==> src/rtl/fp_add_pkg.sv <==
// rtl/fp_add_pkg.sv - shared widths and types for the FP adder datapath
//
// Purpose: single home for the mantissa/exponent widths used by the
// post-add normaliser and its leading-zero counter.
// Ports: none (package).

package fp_add_pkg;

   localparam int MW      = 28;              // {C,H,F[22:0],G,R,S}
   localparam int EW      = 8;               // biased exponent width
   localparam int EMAX    = (1 << EW) - 1;   // all-ones exponent = infinity
   localparam int HID_BIT = MW - 2;          // hidden-bit position
   localparam int LZW     = 5;               // enough for counts 0..MW-1

   typedef logic [MW-1:0]  mant_t;
   typedef logic [EW-1:0]  exp_t;
   typedef logic [LZW-1:0] lz_t;

endpackage

==> src/rtl/lzc_27.sv <==
// rtl/lzc_27.sv - combinational leading-zero counter over the 27 bits below the carry
//
// Purpose: counts leading zeros of {H,F,G,R,S}; count is 27 only when all-zero.
// Ports:
//   i_data  in   27  value to scan, bit 26 is the most significant
//   o_count out  5   number of zeros above the leading one
//   o_zero  out  1   i_data is all zeros

module lzc_27
   import fp_add_pkg::*;
(
   input  logic [HID_BIT:0] i_data,
   output lz_t              o_count,
   output logic             o_zero
);

   // Scan upward so the highest set bit is the last one to write the count.
   always_comb begin
      o_count = LZW'(HID_BIT + 1);
      o_zero  = (i_data == '0);
      for (int i = 0; i <= HID_BIT; i++) begin
         if (i_data[i]) begin
            o_count = LZW'(HID_BIT - i);
         end
      end
   end

endmodule

==> src/rtl/norm_left_shift.sv <==
// rtl/norm_left_shift.sv - two-stage post-add normaliser with valid/ready handshake
//
// Purpose: moves the leading one of the raw sum to the hidden-bit position,
// adjusting the exponent; right-shifts by one on carry-out, left-shifts by the
// leading-zero count (clamped to subnormal) otherwise.
// Ports:
//   clk        in   1   clock
//   rst_n      in   1   synchronous reset, active low
//   in_valid   in   1   input beat valid
//   in_ready   out  1   block accepts a beat this cycle
//   in_sign    in   1   sign, passed through
//   in_exp     in   EW  biased exponent of the unnormalised sum
//   in_mant    in   MW  raw sum {C,H,F,G,R,S}
//   out_valid  out  1   output beat valid
//   out_ready  in   1   downstream accepts the beat
//   out_sign   out  1   sign
//   out_exp    out  EW  adjusted exponent
//   out_mant   out  MW  normalised mantissa, top bit always 0
//   out_zero   out  1   exact-zero result
//   out_ovf    out  1   exponent overflowed to infinity

module norm_left_shift
   import fp_add_pkg::*;
(
   input  logic  clk,
   input  logic  rst_n,
   input  logic  in_valid,
   output logic  in_ready,
   input  logic  in_sign,
   input  exp_t  in_exp,
   input  mant_t in_mant,
   output logic  out_valid,
   input  logic  out_ready,
   output logic  out_sign,
   output exp_t  out_exp,
   output mant_t out_mant,
   output logic  out_zero,
   output logic  out_ovf
);

   // stage 1 registers
   logic  r_s1_valid;
   logic  r_s1_sign;
   exp_t  r_s1_exp;
   mant_t r_s1_mant;
   logic  r_s1_carry;
   logic  r_s1_zero;
   lz_t   r_s1_lz;

   // stage 2 (output) registers
   logic  r_s2_valid;
   logic  r_out_sign;
   exp_t  r_out_exp;
   mant_t r_out_mant;
   logic  r_out_zero;
   logic  r_out_ovf;

   logic  w_s1_adv;
   logic  w_s2_adv;
   lz_t   w_lz_count;
   logic  w_lz_zero;

   logic [EW:0] w_exp_inc;
   exp_t  w_exp_m1;
   exp_t  w_lz_ext;
   exp_t  w_sa;
   mant_t w_shl;
   exp_t  w_nxt_exp;
   mant_t w_nxt_mant;
   logic  w_nxt_zero;
   logic  w_nxt_ovf;

   assign w_s2_adv = !r_s2_valid | out_ready;
   assign w_s1_adv = !r_s1_valid | w_s2_adv;
   assign in_ready = w_s1_adv;

   lzc_27 u_lzc (
      .i_data  (in_mant[HID_BIT:0]),
      .o_count (w_lz_count),
      .o_zero  (w_lz_zero)
   );

   always_comb begin
      w_exp_inc = {1'b0, r_s1_exp} + (EW+1)'(1);
      w_exp_m1  = r_s1_exp - exp_t'(1);
      w_lz_ext  = exp_t'(r_s1_lz);

      // Never shift further than the exponent can absorb: stop at exponent 1,
      // which becomes the subnormal encoding if the hidden bit is still clear.
      if (r_s1_exp == '0) begin
         w_sa = '0;
      end else if (w_lz_ext < w_exp_m1) begin
         w_sa = w_lz_ext;
      end else begin
         w_sa = w_exp_m1;
      end
      w_shl = r_s1_mant << w_sa;

      w_nxt_zero = 1'b0;
      w_nxt_ovf  = 1'b0;
      w_nxt_mant = w_shl;
      w_nxt_exp  = w_shl[HID_BIT] ? (r_s1_exp - w_sa) : '0;

      if (r_s1_zero) begin
         w_nxt_mant = '0;
         w_nxt_exp  = '0;
         w_nxt_zero = 1'b1;
      end else if (r_s1_carry) begin
         if (w_exp_inc >= (EW+1)'(EMAX)) begin
            w_nxt_exp  = exp_t'(EMAX);
            w_nxt_mant = '0;
            w_nxt_ovf  = 1'b1;
         end else begin
            w_nxt_exp  = w_exp_inc[EW-1:0];
            // Dropped bit 0 folds into the new sticky bit.
            w_nxt_mant = {1'b0, r_s1_mant[MW-1:2], r_s1_mant[1] | r_s1_mant[0]};
         end
      end
   end

   always_ff @(posedge clk) begin
      if (!rst_n) begin
         r_s1_valid <= 1'b0;
         r_s2_valid <= 1'b0;
         r_out_sign <= 1'b0;
         r_out_exp  <= '0;
         r_out_mant <= '0;
         r_out_zero <= 1'b0;
         r_out_ovf  <= 1'b0;
      end else begin
         if (w_s1_adv) begin
            r_s1_valid <= in_valid;
            if (in_valid) begin
               r_s1_sign  <= in_sign;
               r_s1_exp   <= in_exp;
               r_s1_mant  <= in_mant;
               r_s1_carry <= in_mant[MW-1];
               r_s1_zero  <= w_lz_zero & !in_mant[MW-1];
               r_s1_lz    <= w_lz_count;
            end
         end
         if (w_s2_adv) begin
            r_s2_valid <= r_s1_valid;
            if (r_s1_valid) begin
               r_out_sign <= r_s1_sign;
               r_out_exp  <= w_nxt_exp;
               r_out_mant <= w_nxt_mant;
               r_out_zero <= w_nxt_zero;
               r_out_ovf  <= w_nxt_ovf;
            end
         end
      end
   end

   assign out_valid = r_s2_valid;
   assign out_sign  = r_out_sign;
   assign out_exp   = r_out_exp;
   assign out_mant  = r_out_mant;
   assign out_zero  = r_out_zero;
   assign out_ovf   = r_out_ovf;

endmodule
==> config.mk <==
export PLATFORM = sky130hd
export DESIGN_NAME = norm_left_shift
export DESIGN_NICKNAME = d
export VERILOG_FILES = /design/src/rtl/fp_add_pkg.sv /design/src/rtl/lzc_27.sv /design/src/rtl/norm_left_shift.sv
export SDC_FILE = /design/constraint.sdc
export NUM_CORES = 1
export LEC_CHECK = 0
export BUFFER_PORTS_ARGS = -buffer_cell sky130_fd_sc_hd__buf_2
export CORE_MARGIN = 5
export CORE_UTILIZATION = 45
export DETAILED_ROUTE_END_ITERATION = 16
export HOLD_SLACK_MARGIN = 0.08
export PLACE_DENSITY_LB_ADDON = 0.1
export SLEW_MARGIN = 10
export SYNTH_ARGS = -nofsm -noshare
export SYNTH_HDL_FRONTEND = slang
export SYNTH_SLANG_ARGS = --single-unit
==> constraint.sdc <==
create_clock -name clk -period 4.4 [get_ports clk]
set_clock_uncertainty 0.15 [all_clocks]
set_input_delay 0.66 -clock clk [delete_from_list [all_inputs] [get_ports clk]]
set_output_delay 0.66 -clock clk [all_outputs]
set_load 0.005 [all_outputs]
==> out/metrics.yaml, run 1 <==
yosys:
  synth_top_cell_by_area: "edfxtp_1"
  synthDistinctLibCells: 81
  syn_area_per_cell_sq_um: 9.06
  synthMuxAreaShare_pct: 9.65
  synth.most_common_cell: "nand2_1"
  synth_top_family_by_area: "compound AO/OA/AOI/OAI gates"
  synth_simple_gate_area_share_pct: 16.7
  ys_ff_latch: 84
  synth-edff-count: 43
  synthCells: 644
  synth_xor_area_share_pct: 1.80
  ys.warnings.count: 0
  yosysSeqAreaShare_pct: 36.2
  synth_top_area_share_pct: 22.1
  synthTopCellsByCount: "93 x nand2_1, 48 x a21oi_1, 45 x mux2i_1"
  synthAdderAreaFrac_pct: 3.56
  synthArstFlopShare_pct: 0
  synthFlopType: "edfxtp_1"
  synth.area.top_cells: "edfxtp_1 22%, dfxtp_1 14%, mux2i_1 7.7%"
  synth_compound_area_share_pct: 27.3
  synth_area_sq_mm: 0.00584
detailed_routing:
  remaining_drc_errors: 0
  drt_iter0_markers: 548
  finalWirelength_um: 18000
  dr.pass1.iters: 5
  vias: 5449
  wl_per_cell_um: 20.0
  ant_nets: 0
  vias_per_cell: 6.07
floorplan:
  row_count: 41
  dieArea_sq_mm: 0.0153
  die_w_um: 124
  die_h_um: 124
  pin_count: 82
  start_util_pct: 46.1
  core_sq_mm: 0.0127
timing:
  tightest_slew_ps: 1030
  hold_viol_final: 0
  rsz0062_at_grt: "false"
  finalCriticalPeriod_ps: 4060
  fin_ws_ps: 342
  drv_slew: 0
  tns_ps: 0
  clock.fmax_mhz: 246
  relSlewSlack_pct: 31.1
  hold_slack_ps: 300
  post-route-period-util_pct: 92.2
  setup_viol: 0
global_route:
  gr-usage-met3_pct: 3.59
  use_met2_pct: 36.1
  grt-ovfl-total: 0
  grt_pass1_wl_um: 28300
  antenna_found_initial: 0
  top_usage_layer: "met2"
  grt_pass1_vias: 5143
  grt_max_degree: 46
  grt_util_met1_pct: 35.5
  gr-usage-all-layers_pct: 24.0
power:
  pwr-share-seq_pct: 45.3
  p_leak_nw: 2.69
  switching_share_pct: 29.7
  power_mw: 1.99
  internal-power_mw: 1.40
  comb_power_share_pct: 19.6
  max-vdd-ir-drop_mv: 0.229
  p_clk_share_pct: 35.1
  netSwitchingPower_uw: 591
  power.density_mw_per_mm2: 296
placement:
  port_buffers: 81
  post-place-ws_ps: 229
  dp_hpwl_um: 13600
  place.gp.congestion: 0.972
job:
  maxCapViolCount: 0
clocking:
  clock-sinks: 84
  cts_tree: "built"
  cts-htree-levels: 3
  root_buffer: "clkbuf_16"
  clock_latency_ps: 350
  clk_pin_slew_ps: 70
  cts_hold_buf: 0
  clk_path_buf_depth: 2
  cts_buffers: 9
  post-cts-setup-buffers: 0
worst_hold_path:
  hp-class: "reg2reg"
worst_setup_path:
  path_class: "reg2reg"
  end_kind: "flop"
  required_ps: 4490
  startpoint_type: "flop"
  critPathMaxFanout: 25
  cp_data_arrival_time_ps: 4150
final_layout:
  regArea_sq_mm: 0.00211
  drive_above_1_share_pct: 21.9
  multiInputGateArea_sq_mm: 0.00346
  nNetsFinal: 778
  area_growth_pct: 15.1
  antenna_cells: 0
  nFillCells: 1236
outcome:
  status: "completed"
## critical path, stage by stage, from the launching register on
cell	delay [ps]
edfxtp_1	540
xnor2_1	380
ha_1	330
a211oi_2	290
a21o_1	220
buf_4	170
o211ai_2	100
o31a_4	130
inv_4	50
buf_4	330
buf_4	260
nand3_1	110
a41oi_1	430
o211a_4	360
o21ai_2	80
## sequential cells by signal, indices dropped and copies added (netlist names)
name and cells:
r_s1_exp 8, out_valid 1, out_exp 8, r_s1_mant 28
out_zero 1, r_s1_sign 1, r_s1_zero 1, out_ovf 1
out_mant 28, r_s1_valid 1, r_s1_lz 5, out_sign 1
## stage by stage
stage                     instances  area [sq um]  util, %
after global routing            898          6710     53.0
final                           898          6710     53.0
after floorplan                 645          5840        -
after detailed placement        882          6430     50.8
after global placement          882          6430     50.8
after CTS                       898          6700     52.9
## per-layer routing
metal / part of all wire (%) / wire [um]
met1: 47 / 8480
met2: 44 / 7850
met3: 7.4 / 1330
met4: 1.9 / 340
met5: 0 / 0
## final cells by class
| type | instances | share of cell area, % |
|---|---|---|
| Multi-Input combinational cell | 503 | 51.6 |
| Tap cell | 172 | 3.21 |
| Timing Repair Buffer | 104 | 8.61 |
| Sequential cell | 84 | 31.5 |
| Clock buffer | 9 | 3.35 |
| Inverter | 19 | 1.12 |
| Clock inverter | 7 | 0.652 |
## placed cells by master, fill, tap and decap left out, types with 13 or more instances in the layout
cell type | netlist | routed
nand2_1 | 93 | 93
mux2i_1 | 45 | 45
edfxtp_1 | 43 | 43
a21oi_1 | 48 | 48
ha_1 | 15 | 14
buf_4 | 3 | 23
dfxtp_1 | 41 | 41
a211oi_1 | 14 | 13
a221o_1 | 16 | 16
nor2_1 | 28 | 27
inv_1 | 14 | 13
o21ai_0 | 21 | 20
nand3_1 | 18 | 18
nor3_1 | 15 | 15
buf_2 | 9 | 81
## final timing paths
path | startpoint | endpoint | slack [ps] | cells past startpoint
hold reg to reg | out_exp[5]$_SDFFE_PN0P_ | out_exp[5]$_SDFFE_PN0P_ | 300 | 2
setup reg to reg | r_s1_exp[3]$_DFFE_PP_ | out_exp[0]$_SDFFE_PN0P_ | 340 | 14
hold / removal | out_exp[5]$_SDFFE_PN0P_ | out_exp[5]$_SDFFE_PN0P_ | 300 | 2
setup / recovery | r_s1_exp[3]$_DFFE_PP_ | out_exp[0]$_SDFFE_PN0P_ | 340 | 14
## power groups by stage
| stage | Combinational (mW) | Clock [mW] | Sequential (mW) |
|---|---|---|---|
| global route | 0.430 | 0.735 | 0.904 |
| global placement | 0.378 | 0 | 0.916 |
| finish | 0.391 | 0.697 | 0.901 |
| CTS | 0.386 | 0.702 | 0.899 |
| detailed placement | 0.384 | 0 | 0.916 |
| floorplan | 0.266 | 0 | 0.900 |
## cell families (layout without fill, tap and decap cells)
group | count (synthesis) | count (layout)
AOI/OAI and AO/OA | 212 | 212
and+or+nand+nor | 207 | 207
DFF | 84 | 84
buffers and inverters | 58 | 139
muxes | 54 | 54
adders and majority gates | 16 | 16
xor gates and xnor gates | 12 | 12
other | 1 | 2
## repair_timing
| action | in CTS | in global routing |
|---|---|---|
| hold endpoints to repair | 0 | 0 |
| gates resized for setup | 0 | 5 |
| setup endpoints to repair | 0 | 2 |
Power figures use the tool's default switching activity.
==> run 2, diff against run 1 <==
--- a/config.mk
+++ b/config.mk
@@ -6,7 +6,7 @@
 export NUM_CORES = 1
 export LEC_CHECK = 0
 export BUFFER_PORTS_ARGS = -buffer_cell sky130_fd_sc_hd__buf_2
-export CORE_MARGIN = 5
+export CORE_MARGIN = 4
 export CORE_UTILIZATION = 45
 export DETAILED_ROUTE_END_ITERATION = 16
 export HOLD_SLACK_MARGIN = 0.08
==> run 2 against run 1 <==
  * Fmax down 2.5%
  * Design area grew 0.99%
  * Global-route usage is 0.77 points higher
  * Register-to-register slack worse by 100 ps
  * First-iteration DRC count decreased by 5.3%
  * Critical path depth grew 8
  * Non-clock buffer count is 5 higher
  * Via count up 0.44%
  * Largest power group unchanged
  * Combinational power about the same
  * Flip-flop and latch count unchanged
==> out/metrics.yaml, run 2 (synthesized netlist as in run 1, its figures left out) <==
outcome:
  status: "completed"
floorplan:
  die_h_um: 122  # -1.6%
  core_sq_mm: 0.0127  # unchanged
  row_count: 41  # unchanged
  die_w_um: 122  # -1.6%
  pin_count: 82  # unchanged
  start_util_pct: 46.1  # unchanged
  dieArea_sq_mm: 0.0149  # -3.2%
worst_hold_path:
  hold_depth: 2  # unchanged
  hp-class: "reg2reg"
detailed_routing:
  vias: 5473  # +0.44%
  drt_iter0_markers: 519  # -5.3%
  remaining_drc_errors: 0  # unchanged
  finalWirelength_um: 18200  # +1.1%
  ant_nets: 0  # unchanged
  vias_per_cell: 6.06  # -0.12%
  dr.pass1.iters: 7  # +2
  wl_per_cell_um: 20.1  # +0.51%
timing:
  finalCriticalPeriod_ps: 4160  # +102 ps
  drv_slew: 0  # unchanged
  hold_viol_final: 0  # unchanged
  relSlewSlack_pct: 31.9  # +0.79 points
  post-route-period-util_pct: 94.6  # +2.3 points
  hold_slack_ps: 302  # +2.26 ps
  clock.fmax_mhz: 240  # -2.5%
  fin_ws_ps: 239  # -102 ps
  setup_viol: 0  # unchanged
  tightest_slew_ps: 1020  # -11.8 ps
  rsz0062_at_grt: "true"
worst_setup_path:
  required_ps: 4530  # +40 ps
  end_kind: "flop"
  r2r_setup_slack_ps: 240  # -100 ps
  cp_data_arrival_time_ps: 4290  # +140 ps
  reg2reg_from: "r_s1_exp[1]$_DFFE_PP_"
  reg2reg_depth: 22  # +8
  r2r-end: "out_exp[6]$_SDFFE_PN0P_"
  startpoint_type: "flop"
  crit_start: "r_s1_exp[1]$_DFFE_PP_"
  critPathMaxFanout: 7  # -72%
  path_class: "reg2reg"
  endpoint: "out_exp[6]$_SDFFE_PN0P_"
power:
  pwr-share-seq_pct: 44.0  # -1.3 points
  p_leak_nw: 2.72  # +1.1%
  power.density_mw_per_mm2: 303  # +2.1%
  p_clk_share_pct: 36.8  # +1.7 points
  max-vdd-ir-drop_mv: 0.149  # -35%
  comb_power_share_pct: 19.2  # -0.4 points
  internal-power_mw: 1.46  # +4.5%
  switching_share_pct: 28.7  # -0.97 points
  netSwitchingPower_uw: 590  # -0.27%
placement:
  port_buffers: 81  # unchanged
  post-place-ws_ps: 133  # -96.0 ps
  place.gp.congestion: 0.937  # -3.6%
  dp_hpwl_um: 13800  # +1.1%
clocking:
  clk_path_buf_depth: 2  # unchanged
  clk_pin_slew_ps: 70  # about the same
  cts-htree-levels: 3  # unchanged
  cts_tree: "built"
  clock_latency_ps: 350  # about the same
  cts_buffers: 9  # unchanged
  root_buffer: "clkbuf_16"
  clock-sinks: 84  # unchanged
global_route:
  grt_pass1_vias: 5059  # -1.6%
  antenna_found_initial: 0  # unchanged
  gr-usage-all-layers_pct: 24.8  # +0.77 points
  grt_max_degree: 44  # -4.3%
  grt-ovfl-total: 0  # unchanged
  grt_pass1_wl_um: 28500  # +0.66%
final_layout:
  drive_above_1_share_pct: 22.7  # +0.81 points
  final_cell_mix: "93 x nand2_1, 81 x buf_2, 48 x a21oi_1"
  antenna_cells: 0  # unchanged
  layout_commonest_cell: "nand2_1"
  nNetsFinal: 783  # +0.64%
  area_growth_pct: 16.2
job:
  maxCapViolCount: 0  # unchanged
## run 2: changes by cell type in the layout (fill, tap and decap cells not counted)
cell        before  now
nor3_1          15   14
clkinv_4         3    1
clkinv_2         2    1
buf_4           23   28
clkbuf_1         0    1
inv_6            0    1
clkinvlp_4       0    1
nor3_2           1    2
inv_2            4    5
inv_1           13   12
clkinv_1         2    1
bufinv_16        0    1
## run 2: layout make-up
cell class | instances | area, sq um
inverters | 19 | 75.1
clock buffers | 10 | 229
repair buffers | 109 | 616
multi-input cells | 503 | 3470
fillers | 1212 | 5890
clock inverters | 6 | 63.8
well taps | 172 | 215
flip-flops and latches | 84 | 2110
## run 2: routing by layer
layer,part of all wire (%),global-route usage (%),wire length (um),vias up
li1,-,-,-,2616
met1,45,37.3,8270,2602
met2,44,37.2,8080,235
met3,8.3,3.20,1510,20
met4,1.8,7.35,321,0
met5,0,0,0,-
## run 2: worst min path at each step
stage / startpoint / endpoint / slack (ps)
floorplan: out_mant[4]$_SDFFE_PN0P_ / out_mant[4]$_SDFFE_PN0P_ / 300
global placement: out_exp[5]$_SDFFE_PN0P_ / out_exp[5]$_SDFFE_PN0P_ / 280
detailed placement: out_exp[5]$_SDFFE_PN0P_ / out_exp[5]$_SDFFE_PN0P_ / 290
CTS: out_mant[4]$_SDFFE_PN0P_ / out_mant[4]$_SDFFE_PN0P_ / 310
global route: in_exp[5] / r_s1_exp[5]$_DFFE_PP_ / 330
finish: out_exp[4]$_SDFFE_PN0P_ / out_exp[4]$_SDFFE_PN0P_ / 300
## run 2: through the flow
stage | area [sq um] | setup TNS, ps | total power, mW | cells | utilization, %
2_1_floorplan | 5840 | 0 | 1.17 | 645 | -
4_1_cts | 6740 | 0 | 2.06 | 899 | 53.2
3_3_place_gp | 6440 | 0 | 1.29 | 883 | 50.8
3_5_place_dp | 6440 | 0 | 1.30 | 883 | 50.8
5_1_grt | 6780 | -68.6 | 2.14 | 903 | 53.5
6_report | 6780 | 0 | 2.05 | 903 | 53.5
## run 2: timing repair
action / CTS / global route
gates resized for setup: 0 / 7
endpoints found under the setup margin: 0 / 15
setup buffers: 0 / 4
hold buffers: 0 / 0
## run 2: critical path, stage by stage, from the launching register on
cell      delay [ps]
edfxtp_1         480
inv_2            140
ha_1             290
ha_1             300
o21a_1           110
o211ai_1         110
a21o_1           250
buf_4            170
o211ai_2         190
o31a_4           190
inv_4             30
ha_1             190
fa_1             420
nor2b_1          130
o21ai_0           80
nand2b_1         120
a21oi_1           80
nor2_1           100
nor2_1            60
xor2_1           130
o21ai_0          160
nand2_1           90
o21ai_2          130
## run 2: power groups by stage
stage	Sequential, mW	Combinational [mW]	Clock (mW)
finish	0.902	0.393	0.756
global route	0.905	0.434	0.804
CTS	0.900	0.386	0.772
detailed placement	0.917	0.385	0
global placement	0.916	0.378	0
floorplan	0.900	0.266	0
==> run 3, diff against run 2 <==
--- a/config.mk
+++ b/config.mk
@@ -6,6 +6,7 @@
 export NUM_CORES = 1
 export LEC_CHECK = 0
 export BUFFER_PORTS_ARGS = -buffer_cell sky130_fd_sc_hd__buf_2
+export CORE_ASPECT_RATIO = 1.2
 export CORE_MARGIN = 4
 export CORE_UTILIZATION = 45
 export DETAILED_ROUTE_END_ITERATION = 16
==> constraint.sdc (replaced) <==
create_clock -name clk -period 4.4 [get_ports clk]
set_clock_uncertainty 0.15 [all_clocks]
set_input_delay 0.88 -clock clk [delete_from_list [all_inputs] [get_ports clk]]
set_output_delay 0.88 -clock clk [all_outputs]
set_load 0.005 [all_outputs]
==> run 3 against run 2 <==
  * Combinational power hardly changed
  * Final cell count down 0.55%
  * Largest cell class unchanged
  * Flip-flop and latch count stayed put
  * Die area about the same
  * Fmax decreased by 0.63%
  * Largest power group unchanged
  * Sequential share of layout area barely moved
  * Clock power decreased by 6.6%
  * Register-to-register slack lost 30 ps
  * Via count decreased by 0.46%
  * Highest routed layer unchanged
==> out/metrics.yaml, run 3 (synthesized netlist as in run 1, its figures left out) <==
worst_hold_path:
  min_from: "out_mant[26]$_SDFFE_PN0P_"
  hp-class: "reg2reg"
clocking:
  clock-sinks: 84  # unchanged
  clock_latency_ps: 340  # about the same
  clk_path_buf_depth: 2  # unchanged
  cts_tree: "built"
  root_buffer: "clkbuf_16"
  cts_buffers: 9  # unchanged
  clk_pin_slew_ps: 70  # about the same
  cts-htree-levels: 3  # unchanged
floorplan:
  die_w_um: 112  # -8.1%
  start_util_pct: 46.1  # about the same
  row_count: 45  # +9.8%
  dieArea_sq_mm: 0.0149  # about the same
  pin_count: 82  # unchanged
  die_h_um: 133  # +8.9%
  core_sq_mm: 0.0127  # about the same
detailed_routing:
  vias_per_cell: 6.07  # about the same
  vias: 5448  # -0.46%
  wl_per_cell_um: 20.2  # +0.25%
  drt_iter0_markers: 383  # -26%
  remaining_drc_errors: 0  # unchanged
  finalWirelength_um: 18100  # -0.30%
  ant_nets: 0  # unchanged
  dr.pass1.iters: 5  # -2
worst_setup_path:
  cp_data_arrival_time_ps: 4310  # +20 ps
  startpoint_type: "flop"
  end_kind: "flop"
  slowest_stage: "edfxtp_1"
  required_ps: 4520  # about the same
  cp_top_family: "compound AO/OA/AOI/OAI gates"
  max_stage_delay_ps: 450  # -30 ps
  path_cells: "buf_4, nor3_2, xnor2_1, ha_1, a211oi_2, a21o_1, nor2_4, mux2_4, clkinv_2, ha_1, nor2b_1, o21ai_0, a21boi_0, o21a_1, nor2_1, o21bai_1, a21oi_1, xnor2_1, o211ai_1, o21ai_2"
  worst-path-buf-inv: 2  # -1
  path_class: "reg2reg"
  reg2reg_from: "r_s1_exp[0]$_DFFE_PP_"
  crit_start: "r_s1_exp[0]$_DFFE_PP_"
  critPathMaxFanout: 3  # -4
timing:
  post-route-period-util_pct: 95.2  # +0.60 points
  setup_viol: 0  # unchanged
  relSlewSlack_pct: 32.6  # +0.72 points
  finalCriticalPeriod_ps: 4190  # +26.6 ps
  hold_viol_final: 0  # unchanged
  clock.fmax_mhz: 239  # -0.63%
  drv_slew: 0  # unchanged
  tightest_slew_ps: 1010  # -10.9 ps
final_layout:
  layout_commonest_cell: "nand2_1"
  drive_above_1_share_pct: 23.2  # +0.45 points
  nNetsFinal: 786  # +0.38%
  nFillCells: 1219  # +0.58%
  multiInputGateArea_sq_mm: 0.00347  # unchanged
  stdcell_area_sq_mm: 0.00678  # about the same
  final_cell_mix: "93 x nand2_1, 81 x buf_2, 48 x a21oi_1"
  regArea_sq_mm: 0.00211  # unchanged
  area_growth_pct: 16.1  # about the same
  antenna_cells: 0  # unchanged
placement:
  place_area_sq_mm: 0.00644  # about the same
  dp_hpwl_um: 13800  # +0.36%
  place.gp.congestion: 0.988  # +5.4%
  port_buffers: 81  # unchanged
outcome:
  status: "completed"
global_route:
  grt-ovfl-total: 0  # unchanged
  gr-usage-all-layers_pct: 23.7  # -1.1 points
  grt_max_degree: 44  # unchanged
  grt_pass1_vias: 5175  # +2.3%
  grt_pass1_wl_um: 28300  # -0.68%
  antenna_found_initial: 0  # unchanged
power:
  p_leak_nw: 2.73  # +0.20%
  max-vdd-ir-drop_mv: 0.234  # +57%
  power_mw: 2.00  # -2.5%
  power.density_mw_per_mm2: 295  # -2.4%
job:
  maxCapViolCount: 0  # unchanged
## run 3: power breakdown
group | internal (mW) | switching [mW]
Clock | 0.384 | 0.322
Combinational | 0.162 | 0.230
Sequential | 0.861 | 0.0415
Total | 1.41 | 0.593
## run 3: layout make-up
class                      count  share of cell area (%)
inverter                      19                    1.11
clock buffer                   9                    3.32
tap                          164                    3.03
sequential                    84                    31.2
timing repair buffer         112                    9.42
clock inverter                 7                   0.757
multi-input combinational    503                    51.2
## run 3: timing repair
action / in CTS / in global routing
endpoints found under the setup margin: 0 / 13
gates resized for setup: 0 / 6
hold buffers: 0 / 0
setup buffers: 0 / 6
## run 3: per-stage QoR
step                      setup TNS (ps)  setup slack (ps)  hold slack, ps  util, %  std cells
final                                  0               213             298     53.5        898
after global routing               -64.5             -33.5             321     53.5        898
after CTS                              0              52.6             303     53.0        892
after detailed placement               0              92.0             287     50.8        876
after global placement                 0               276             285     50.8        876
after floorplan                        0              5.33             301        -        645
## run 3: path summary, 6_finish.rpt
kind                                to  slack, ps  cells after the start
min reg2reg  out_mant[26]$_SDFFE_PN0P_        300                      2
max            out_exp[7]$_SDFFE_PN0P_        210                     20
min          out_mant[26]$_SDFFE_PN0P_        300                      2
max reg2reg    out_exp[7]$_SDFFE_PN0P_        210                     20
## run 3: worst reg2reg max path, cell delays in order (launching register included)
cell and delay [ps]:
edfxtp_1 450, buf_4 170, nor3_2 130, xnor2_1 230, ha_1 330, a211oi_2 270, a21o_1 230, nor2_4 80
mux2_4 350, clkinv_2 60, ha_1 210, nor2b_1 120, o21ai_0 190, a21boi_0 160, o21a_1 190, nor2_1 160
o21bai_1 90, a21oi_1 180, xnor2_1 130, o211ai_1 100, o21ai_2 140
## run 3: layer usage
layer  part of all wire, %  global-route usage, %
met1                    45                   33.2
met2                    47                   38.0
met3                   6.1                   4.03
met4                   1.6                   6.61
met5                     0                      0
